$ cat config.mk
export PLATFORM = sky130hd
export DESIGN_NAME = shared_mem_lsu
export DESIGN_NICKNAME = d
export VERILOG_FILES = /design/src/rtl/gpu_mem_pkg.sv /design/src/rtl/shared_mem_lsu.sv
export SDC_FILE = /design/constraint.sdc
export NUM_CORES = 1
export LEC_CHECK = 0
export CAP_MARGIN = 25
export CORE_UTILIZATION = 40
export CTS_CLUSTER_SIZE = 25
export DETAILED_ROUTE_END_ITERATION = 8
export DONT_BUFFER_PORTS = 1
export SLEW_MARGIN = 20
export SYNTH_ARGS = -nofsm -noshare
export SYNTH_HDL_FRONTEND = slang
export SYNTH_SLANG_ARGS = --single-unit
$ cat constraint.sdc
create_clock -name clk -period 2 [get_ports clk]
set_clock_uncertainty 0.05 [all_clocks]
set_input_delay 0.4 -clock clk [delete_from_list [all_inputs] [get_ports clk]]
set_output_delay 0.4 -clock clk [all_outputs]
set_load 0.005 [all_outputs]
$ cat src/rtl/gpu_mem_pkg.sv
// Shared types and defaults for shared-memory initiators.
package gpu_mem_pkg;

  localparam int DEF_DATA_WIDTH = 8;
  localparam int DEF_ADDR_WIDTH = 5;
  localparam int DEF_MEM_SIZE   = 32;
  localparam int OP_CNT_W       = 16;

  typedef enum logic [1:0] {
    IDLE  = 2'd0,
    ISSUE = 2'd1,
    WAIT  = 2'd2,
    RESP  = 2'd3
  } lsu_state_t;

endpackage

$ cat src/rtl/shared_mem_lsu.sv
// Per-thread load/store unit driving one shared-memory port; one request in flight,
// absorbs the memory's one-cycle registered read latency.
module shared_mem_lsu
  import gpu_mem_pkg::*;
#(
  parameter int DATA_WIDTH = DEF_DATA_WIDTH,
  parameter int ADDR_WIDTH = DEF_ADDR_WIDTH,
  parameter int MEM_SIZE   = DEF_MEM_SIZE
) (
  input  logic                  clk,
  input  logic                  reset_n,
  input  logic                  req_valid,
  output logic                  req_ready,
  input  logic                  req_write,
  input  logic [ADDR_WIDTH-1:0] req_addr,
  input  logic [DATA_WIDTH-1:0] req_wdata,
  output logic                  rsp_valid,
  input  logic                  rsp_ready,
  output logic [DATA_WIDTH-1:0] rsp_rdata,
  output logic                  rsp_error,
  output logic                  mem_read_en,
  output logic                  mem_write_en,
  output logic [ADDR_WIDTH-1:0] mem_addr,
  output logic [DATA_WIDTH-1:0] mem_write_data,
  input  logic [DATA_WIDTH-1:0] mem_read_data,
  output logic [OP_CNT_W-1:0]   op_count,
  output logic [1:0]            state_dbg
);

  localparam logic [ADDR_WIDTH:0] MEM_LIM = (ADDR_WIDTH+1)'(MEM_SIZE);

  lsu_state_t state;
  logic       wr_q;
  logic       addr_err;

  assign addr_err = ({1'b0, req_addr} >= MEM_LIM);

  // Everything below is a decode of flops, so strobes cannot glitch.
  assign req_ready    = (state == IDLE);
  assign rsp_valid    = (state == RESP);
  assign mem_read_en  = (state == ISSUE) && !wr_q;
  assign mem_write_en = (state == ISSUE) &&  wr_q;
  assign state_dbg    = state;

  always_ff @(posedge clk or negedge reset_n) begin
    if (!reset_n) begin
      state          <= IDLE;
      wr_q           <= 1'b0;
      mem_addr       <= '0;
      mem_write_data <= '0;
      rsp_rdata      <= '0;
      rsp_error      <= 1'b0;
      op_count       <= '0;
    end else begin
      case (state)
        IDLE: if (req_valid) begin
          wr_q           <= req_write;
          mem_addr       <= req_addr;
          mem_write_data <= req_wdata;
          rsp_rdata      <= '0;
          rsp_error      <= addr_err;
          state          <= addr_err ? RESP : ISSUE;
        end
        ISSUE: state <= wr_q ? RESP : WAIT;
        WAIT: begin
          rsp_rdata <= mem_read_data;
          state     <= RESP;
        end
        RESP: if (rsp_ready) begin
          state <= IDLE;
          if (op_count != '1) op_count <= op_count + 16'd1;
        end
        default: state <= IDLE;
      endcase
    end
  end

endmodule

; Word-level counts from Yosys, hierarchy flattened
; Index checks and enable logic that the tools add are counted.
[word_totals]
register_bits = 40
latch_bits = 0
mem_bits_rw = 0
rom_bits = 0
inputBits = 26
n_memories = 0
[classes]
add_sub_neg = 1
n_mul = 0
n_div = 0
order_cmp = 0
n_eq_ne = 6
shifts = 0
muxes = 6
bitwise = 0
n_reduce_logical = 9
[ops]
columns = operator, n
row1 = 16-bit by 1-bit adder with 16-bit output (second input constant), 1
row2 = 16-bit != test (second input constant), 1
row3 = 8-bit case mux with 2 select lines, 1
row4 = 8-bit two-way mux, 1
row5 = 2-bit case mux with 4 select lines, 1
row6 = 2-bit AND reduction, 3
row7 = 2-bit == test (second input constant), 2
row8 = 2-bit two-way mux, 2
row9 = 3-bit AND reduction, 1
row10 = 2-bit by 1-bit == test with 1-bit output (second input constant), 1
row11 = 1-bit logical AND, 2
row12 = 2-bit zero test, 1
row13 = 2-bit by 1-bit != test with 1-bit output (second input constant), 1
row14 = 2-bit != test (second input constant), 1
row15 = 2-bit nonzero test, 1
row16 = 1-bit zero test, 1
row17 = 1-bit two-way mux, 1

; Logic depth before layout (Yosys ltp)
; Gate-level depths: netlist of the first run.
[logic_depth]
depth_word = 3
depth_mapped = 7
mapped_depth_nobuf = 6

; Worst setup path before layout of the first run
; No wires, ideal clock.
[synth_timing]
path_type = register -> register
startpoint = reg state[0] (netlist: state_dbg[0])
endpoint = reg mem_addr[0]
t_arrival_ps = 1775
setup_slack_ps = 50
stages_incl_launch_ff = 7
cell_sequence = dfrtp_1 > inv_1 > ha_1 > clkbuf_1 > nand2_1 > buf_1 > mux2_2
[synth_via]
elab_chain_len = 2
[synth_rtl]
columns = item, line
row1 = start: declaration, shared_mem_lsu.sv:32  ; lsu_state_t state;
row2 = start signal: assignment, shared_mem_lsu.sv:62  ; state <= addr_err ? RESP : ISSUE;
row3 = start signal: assignment, shared_mem_lsu.sv:64  ; ISSUE: state <= wr_q ? RESP : WAIT;
row4 = 2-bit zero test, --
row5 = net req_ready, shared_mem_lsu.sv:13  ; output logic req_ready,
row6 = 2-bit AND reduction (no source line), --
row7 = end signal: assignment, shared_mem_lsu.sv:58  ; mem_addr <= req_addr;
row8 = end: declaration, shared_mem_lsu.sv:23  ; output logic [ADDR_WIDTH-1:0] mem_addr,
; The timed path passes the listed nets, and every way through them passes these cells.
; A chain may end at the register's enable or synchronous reset.

; Worst setup path after layout of the first run
[layout_timing]
startpoint = reg op_count[0]
endpoint = reg op_count[10]
[layout_via]
elab_chain_len = 2
word_cells_on_any_way = 3
classes_between = add/sub: 1 / eq/ne: 1 / reduce/logical: 1
[layout_rtl]
columns = item, line
row1 = start: declaration, shared_mem_lsu.sv:26  ; output logic [OP_CNT_W-1:0] op_count,
row2 = start signal: assignment, shared_mem_lsu.sv:71  ; if (op_count != '1) op_count <= op_count + 16'd1;
row3 = branches (longest 2 deep; another with 16-bit by 1-bit adder with 16-bit output), --
; Several ways; the timed one is not identified.

==> impl_metrics.csv, run 1 <==
group,metric,value,unit
clock_tree,cts_tree,"built",
yosys,synth_edf_count,0,
grt,track_usage,15.8,%
sta,final.min_clock_period,1.87,ns
yosys,syn-num-nets,190,
floorplan,initial_utilization,42.6,%
final_layout,multi_input_area,855,um^2
worst_setup_path,critical_path.startpoint_type,"flip-flop",
worst_setup_path,cp_data_required_time,2.13,ns
route,avgViaCountPerCell,5.76,
floorplan,fp.dieH,70.8,um
route,antenna_left,0,
final_layout,area_delta_synth_final,13.7,%
yosys,yosysWarnings,0,
sta,setup_tns,0,ns
power_and_ir_drop,peakVddDrop,0.620,mV
clock_tree,clock_sinks,40,
floorplan,dieWidth,70.8,um
place,io_buffers,0,
clock_tree,clkTransAtPathRegs,0.08,ns
hold_path,hold_class,"input port to flip-flop",
worst_setup_path,cp.arrival,2.00,ns
grt,grt_remaining_overflow,0,
yosys,syn_area,0.00189,mm^2
place,dp_hpwl,2.87,mm
grt,grt_pass1_vias,1376,
final_layout,mostFrequentLayoutCell,"dfrtp_1",
sta,drv_slew,0,
grt,grt_max_degree,41,
power_and_ir_drop,total_leakage_power,0.949,nW
clock_tree,clkLatencyLatePin,0.30,ns
clock_tree,cts_setup_buffers,0,
floorplan,die_area,0.00501,mm^2
worst_setup_path,endpoint_kind,"flip-flop",
clock_tree,cts_made_buffers,5,
clock_tree,root_buffer,"clkbuf_8",
worst_setup_path,worst_path_max_delay_cell,"or4b_1",
worst_setup_path,crit_buf_inv,0,
final_layout,fill_cells,402,
yosys,yosysUniqueCellTypes,34,
route,wl_per_cell,16.4,um
worst_setup_path,crit_chain,"ha_1 > nand3_2 > or2_2 > or4b_1 > xnor2_1",
final_layout,drive_gt1_share,23.1,%
worst_setup_path,crit_fanout,5,
sta,hold_viol,0,
route,first_pass_iters,6,
yosys,synth_cells,159,
yosys,synthFlopType,"dfrtp_1",
final_layout,seq_area,0.00100,mm^2
route,vias,1295,
route,route.detailed.drc,0,
sta,fmax,0.534,GHz
final_layout,layout_common_cells,"40 x dfrtp_1, 17 x mux2_2, 11 x nand2_1",
sta,rsz0062_at_grt,"false",
place,gp_congestion,0.872,
power_and_ir_drop,power_density,1360,mW/mm^2
floorplan,rows,24,
final_layout,nNetsFinal,203,
route,drt_iter0_markers,39,
floorplan,ios,70,
run_status,status,"finished, final reports clean",
worst_setup_path,path_class,"flip-flop to flip-flop",
final_layout,diodes,0,
clock_tree,clk_path_buf_depth,2,
worst_setup_path,crit_path_max_incr_delay,0.49,ns
yosys,syn_avg_cell_area,11.9,um^2
yosys,synth_seq_area_share,52.9,%
route,wl,3.70,mm
clock_tree,cts_max_level,2,
yosys,async_reset_ff_share,100,%
grt,antenna_found_initial,0,
sta,post-route-period-util,93.6,%
worst_setup_path,critical-path-top-delay-family,"simple AND/OR/NAND/NOR gates",
yosys,synth-seq-cells,40,
floorplan,core,0.00444,mm^2
run,drv_cap,0,
grt,grt_pass1_wl,6.19,mm
final_layout,finish.utilization,48.4,%
sta,setup_violations,0,
==> through the flow <==
step	area [um^2]	setup WS, ns	instances	hold WS, ns	total power [mW]
2_1_floorplan	1890	0.0501	159	0.0544	2.00
3_3_place_gp	2010	0.155	215	0.0554	2.21
3_5_place_dp	2010	0.140	215	0.0553	2.27
4_1_cts	2150	0.127	225	0.184	2.97
5_1_grt	2150	0.0297	225	0.174	3.15
6_report	2150	0.129	225	0.195	2.94
==> path summary, 6_finish.rpt <==
kind / startpoint / endpoint / slack [ns] / cells after the start
worst min-delay path: req_addr[2] / mem_addr[2]$_DFFE_PN0P_ / 0.19 / 1
worst max-delay path: op_count[0]$_DFFE_PN0P_ / op_count[10]$_DFFE_PN0P_ / 0.13 / 5
max in group asynchronous: reset_n / rsp_rdata[3]$_DFFE_PN0P_ / 1.20 / 2
worst max register to register: op_count[0]$_DFFE_PN0P_ / op_count[10]$_DFFE_PN0P_ / 0.13 / 5
worst min register to register: wr_q$_DFFE_PN0P_ / wr_q$_DFFE_PN0P_ / 0.48 / 1
min in group asynchronous: reset_n / op_count[1]$_DFFE_PN0P_ / 0.50 / 2
==> where the power goes <==
group	internal [mW]	total (mW)	leakage, nW	switching, mW
clock	0.376	0.671	0.0548	0.295
combinational	0.457	0.880	0.390	0.422
sequential	1.11	1.38	0.504	0.275
total	1.94	2.94	0.949	0.992
==> state kept, by name, indices dropped and copies added, names as in the netlist <==
| signal | flops |
|---|---|
| state_dbg | 2 |
| op_count | 16 |
| mem_addr | 5 |
| wr_q | 1 |
| mem_write_data | 8 |
| rsp_rdata | 8 |
==> cells in the mapped netlist (2+ instances only) <==
master / count / area, um^2
a22oi_1: 8 / 60.1
clkbuf_1: 4 / 15.0
dfrtp_1: 40 / 1000
ha_1: 5 / 62.6
inv_1: 3 / 11.3
mux2_2: 17 / 191
mux2i_1: 8 / 80.1
nand2_1: 11 / 41.3
nand3_2: 2 / 20.0
nand4_1: 6 / 37.5
nor2_1: 4 / 15.0
nor2b_1: 3 / 18.8
nor3_1: 6 / 30.0
nor4_1: 2 / 12.5
nor4b_1: 2 / 17.5
o21ai_0: 9 / 45.0
xnor2_1: 4 / 35.0
xor2_1: 9 / 78.8
==> repair_timing <==
item	CTS	global route
endpoints found under the hold margin	40	0
resized for setup	0	0
hold buffers	2	0
==> per-layer routing <==
metal | GRT usage [%] | wire [um]
met5 | 0 | 0
met1 | 16.5 | 1380
met3 | 6.70 | 303
met4 | 6.67 | 76
met2 | 28.0 | 1940
==> logic make-up (layout without fill, tap and decap cells) <==
group	Yosys count	in the layout	share of synthesized area (%)
simple gates	46	46	14.5
flops	40	40	52.9
other cells	1	1	0.198
xor+xnor	13	13	6.01
compound gates	20	20	6.74
fa+ha+maj	5	5	3.30
buf+inv	9	23	1.98
mux	25	25	14.3
==> final cells by class <==
type	count	share of cell area (%)
inverter	3	0.523
clock buffer	5	3.20
clock inverter	3	2.15
sequential	40	46.5
multi-input combinational	110	39.7
tap	52	3.02
timing repair buffer	12	4.88
No activity file was read; power rests on OpenSTA's default activity.
==> run 2: changes to the inputs <==
Settings changed: CAP_MARGIN 25 to 0, SETUP_SLACK_MARGIN set to 0.05.
==> run 2 against run 1 <==
Cell count unchanged; clock power hardly changed; non-clock buffer count did not move; design area rose by 0.23%; routed wire length up 0.19%; worst setup slack better by 0.077 ns; first-iteration DRC count shrank 10%; register-to-register slack better by 0.08 ns; combinational power barely moved; via count is 0.15% lower; sequential power about the same; largest cell class unchanged; largest power group unchanged; highest routed layer unchanged.
==> impl_metrics.csv, run 2 (same netlist as run 1, synthesis figures left out) <==
group,metric,value,unit
floorplan,ios,70,
run_status,status,"finished, final reports clean",
grt,track_usage,15.8,%
floorplan,rows,24,
grt,grt_pass1_vias,1376,
worst_setup_path,path_class,"flip-flop to flip-flop",
final_layout,mostFrequentLayoutCell,"dfrtp_1",
grt,grt_pass1_wl,6.19,mm
route,route.detailed.drc,0,
clock_tree,clkLatencyLatePin,0.30,ns
grt,groute.layer.met3.usage,6.70,%
route,antenna_left,0,
floorplan,dieWidth,70.8,um
power_and_ir_drop,peakVddDrop,0.620,mV
sta,final.min_clock_period,1.79,ns
worst_setup_path,r2r_end,"op_count[10]$_DFFE_PN0P_",
route,wl_per_cell,16.5,um
route,vias,1293,
grt,grt_max_degree,41,
power_and_ir_drop,total_leakage_power,0.949,nW
final_layout,drive_gt1_share,23.7,%
floorplan,initial_utilization,42.6,%
worst_setup_path,ff2ff_path_depth,4,
grt,met2_usage,28.0,%
worst_setup_path,endpoint_kind,"flip-flop",
clock_tree,cts_made_buffers,5,
run,drv_cap,0,
final_layout,nNetsFinal,203,
clock_tree,clkTransAtPathRegs,0.08,ns
place,gp_congestion,0.872,
grt,antenna_found_initial,0,
route,drt_iter0_markers,35,
route,wl,3.71,mm
sta,setup_tns,0,ns
worst_setup_path,regToRegStartpoint,"op_count[4]$_DFFE_PN0P_",
grt,grt_remaining_overflow,0,
sta,hold_viol,0,
route,first_pass_iters,6,
hold_path,hold_depth,1,
final_layout,reg_top3,"op_count (16), mem_write_data (8), rsp_rdata (8)",
final_layout,area_delta_synth_final,13.9,%
worst_setup_path,cp.arrival,1.92,ns
worst_setup_path,crit_fanout,6,
grt,grtUsageMet1,16.5,%
sta,setup_violations,0,
worst_setup_path,cp_data_required_time,2.13,ns
place,io_buffers,0,
final_layout,top_register,"op_count",
clock_tree,clk_path_buf_depth,2,
floorplan,fp.dieH,70.8,um
place,dp_hpwl,2.87,mm
sta,post-route-period-util,89.7,%
worst_setup_path,r2r_slack,0.21,ns
floorplan,die_area,0.00501,mm^2
final_layout,largest_reg_flops,16,
sta,fmax,0.557,GHz
power_and_ir_drop,power_density,1360,mW/mm^2
clock_tree,clock_sinks,40,
place,dpl_worst_slack,0.140,ns
sta,layout_setup_ws,0.206,ns
sta,drv_slew,0,
final_layout,diodes,0,
hold_path,hold_class,"input port to flip-flop",
clock_tree,cts_max_level,2,
clock_tree,cts_tree,"built",
final_layout,layout_common_cells,"40 x dfrtp_1, 17 x mux2_2, 11 x nand2_1",
floorplan,core,0.00444,mm^2
clock_tree,root_buffer,"clkbuf_8",
worst_setup_path,critical_path.startpoint_type,"flip-flop",
sta,rsz0062_at_grt,"false",
route,avgViaCountPerCell,5.75,
hold_path,min_to,"mem_addr[2]$_DFFE_PN0P_",
grt,busiest_layer,"met2",
hold_path,worstHoldStart,"req_addr[2]",
-- run 2: stage by stage --
step / power, mW / cell area, um^2 / hold slack, ns / cells / utilization, %
final: 2.94 / 2160 / 0.195 / 225 / 48.5
after global routing: 3.15 / 2160 / 0.174 / 225 / 48.5
after CTS: 2.97 / 2150 / 0.184 / 225 / 48.4
after detailed placement: 2.27 / 2010 / 0.0553 / 215 / 45.2
after global placement: 2.21 / 2010 / 0.0554 / 215 / 45.2
after floorplan: 2.00 / 1890 / 0.0544 / 159 / -
-- run 2: how the worst max path moves through the flow --
stage,to,cells past startpoint,slack (ns),startpoint
floorplan,mem_addr[0]$_DFFE_PN0P_,6,0.05,state_dbg[0]$_DFFE_PN0P_
global placement,op_count[10]$_DFFE_PN0P_,5,0.15,op_count[0]$_DFFE_PN0P_
detailed placement,op_count[10]$_DFFE_PN0P_,5,0.14,op_count[0]$_DFFE_PN0P_
CTS,op_count[10]$_DFFE_PN0P_,5,0.13,op_count[1]$_DFFE_PN0P_
global route,op_count[11]$_DFFE_PN0P_,6,0.06,state_dbg[1]$_DFFE_PN0P_
finish,op_count[10]$_DFFE_PN0P_,4,0.21,op_count[4]$_DFFE_PN0P_
-- run 2: cell type report --
type | count | area [um^2]
Clock buffer | 5 | 68.8
Fill cell | 399 | 2290
Multi-Input combinational cell | 110 | 860
Sequential cell | 40 | 1000
Inverter | 3 | 11.3
Clock inverter | 3 | 46.3
Tap cell | 52 | 65.1
Timing Repair Buffer | 12 | 105
-- run 2: worst max-delay path, cell delays in order, from the launching register on --
cell and delay, ns:
dfrtp_1 0.50, nand3_2 0.16, or2_1 0.29, or4b_1 0.54, xnor2_1 0.14
-- run 2: layer usage --
metal  up-vias  share of wire, %
met1       641                37
met2        50                53
met3         7               8.3
li1        595                 -
met4         0               2.0
met5         -                 0
-- run 2: where the power goes --
group | total, mW | switching, mW | internal, mW
Sequential | 1.39 | 0.275 | 1.11
Combinational | 0.883 | 0.423 | 0.460
Clock | 0.671 | 0.295 | 0.376
-- run 2: timing repair --
item,4_1_cts,5_1_grt
endpoints found under the setup margin,0,1
hold buffers,2,0
endpoints found under the hold margin,40,0
resized for setup,0,2
setup buffers,0,0
==> run 3: changes to the inputs <==
Settings changed: CAP_MARGIN 0 to 20, SETUP_SLACK_MARGIN 0.05 to unset.
==> results of run 3 <==
The final DEF is identical to that of run 1; final timing and power are the same.
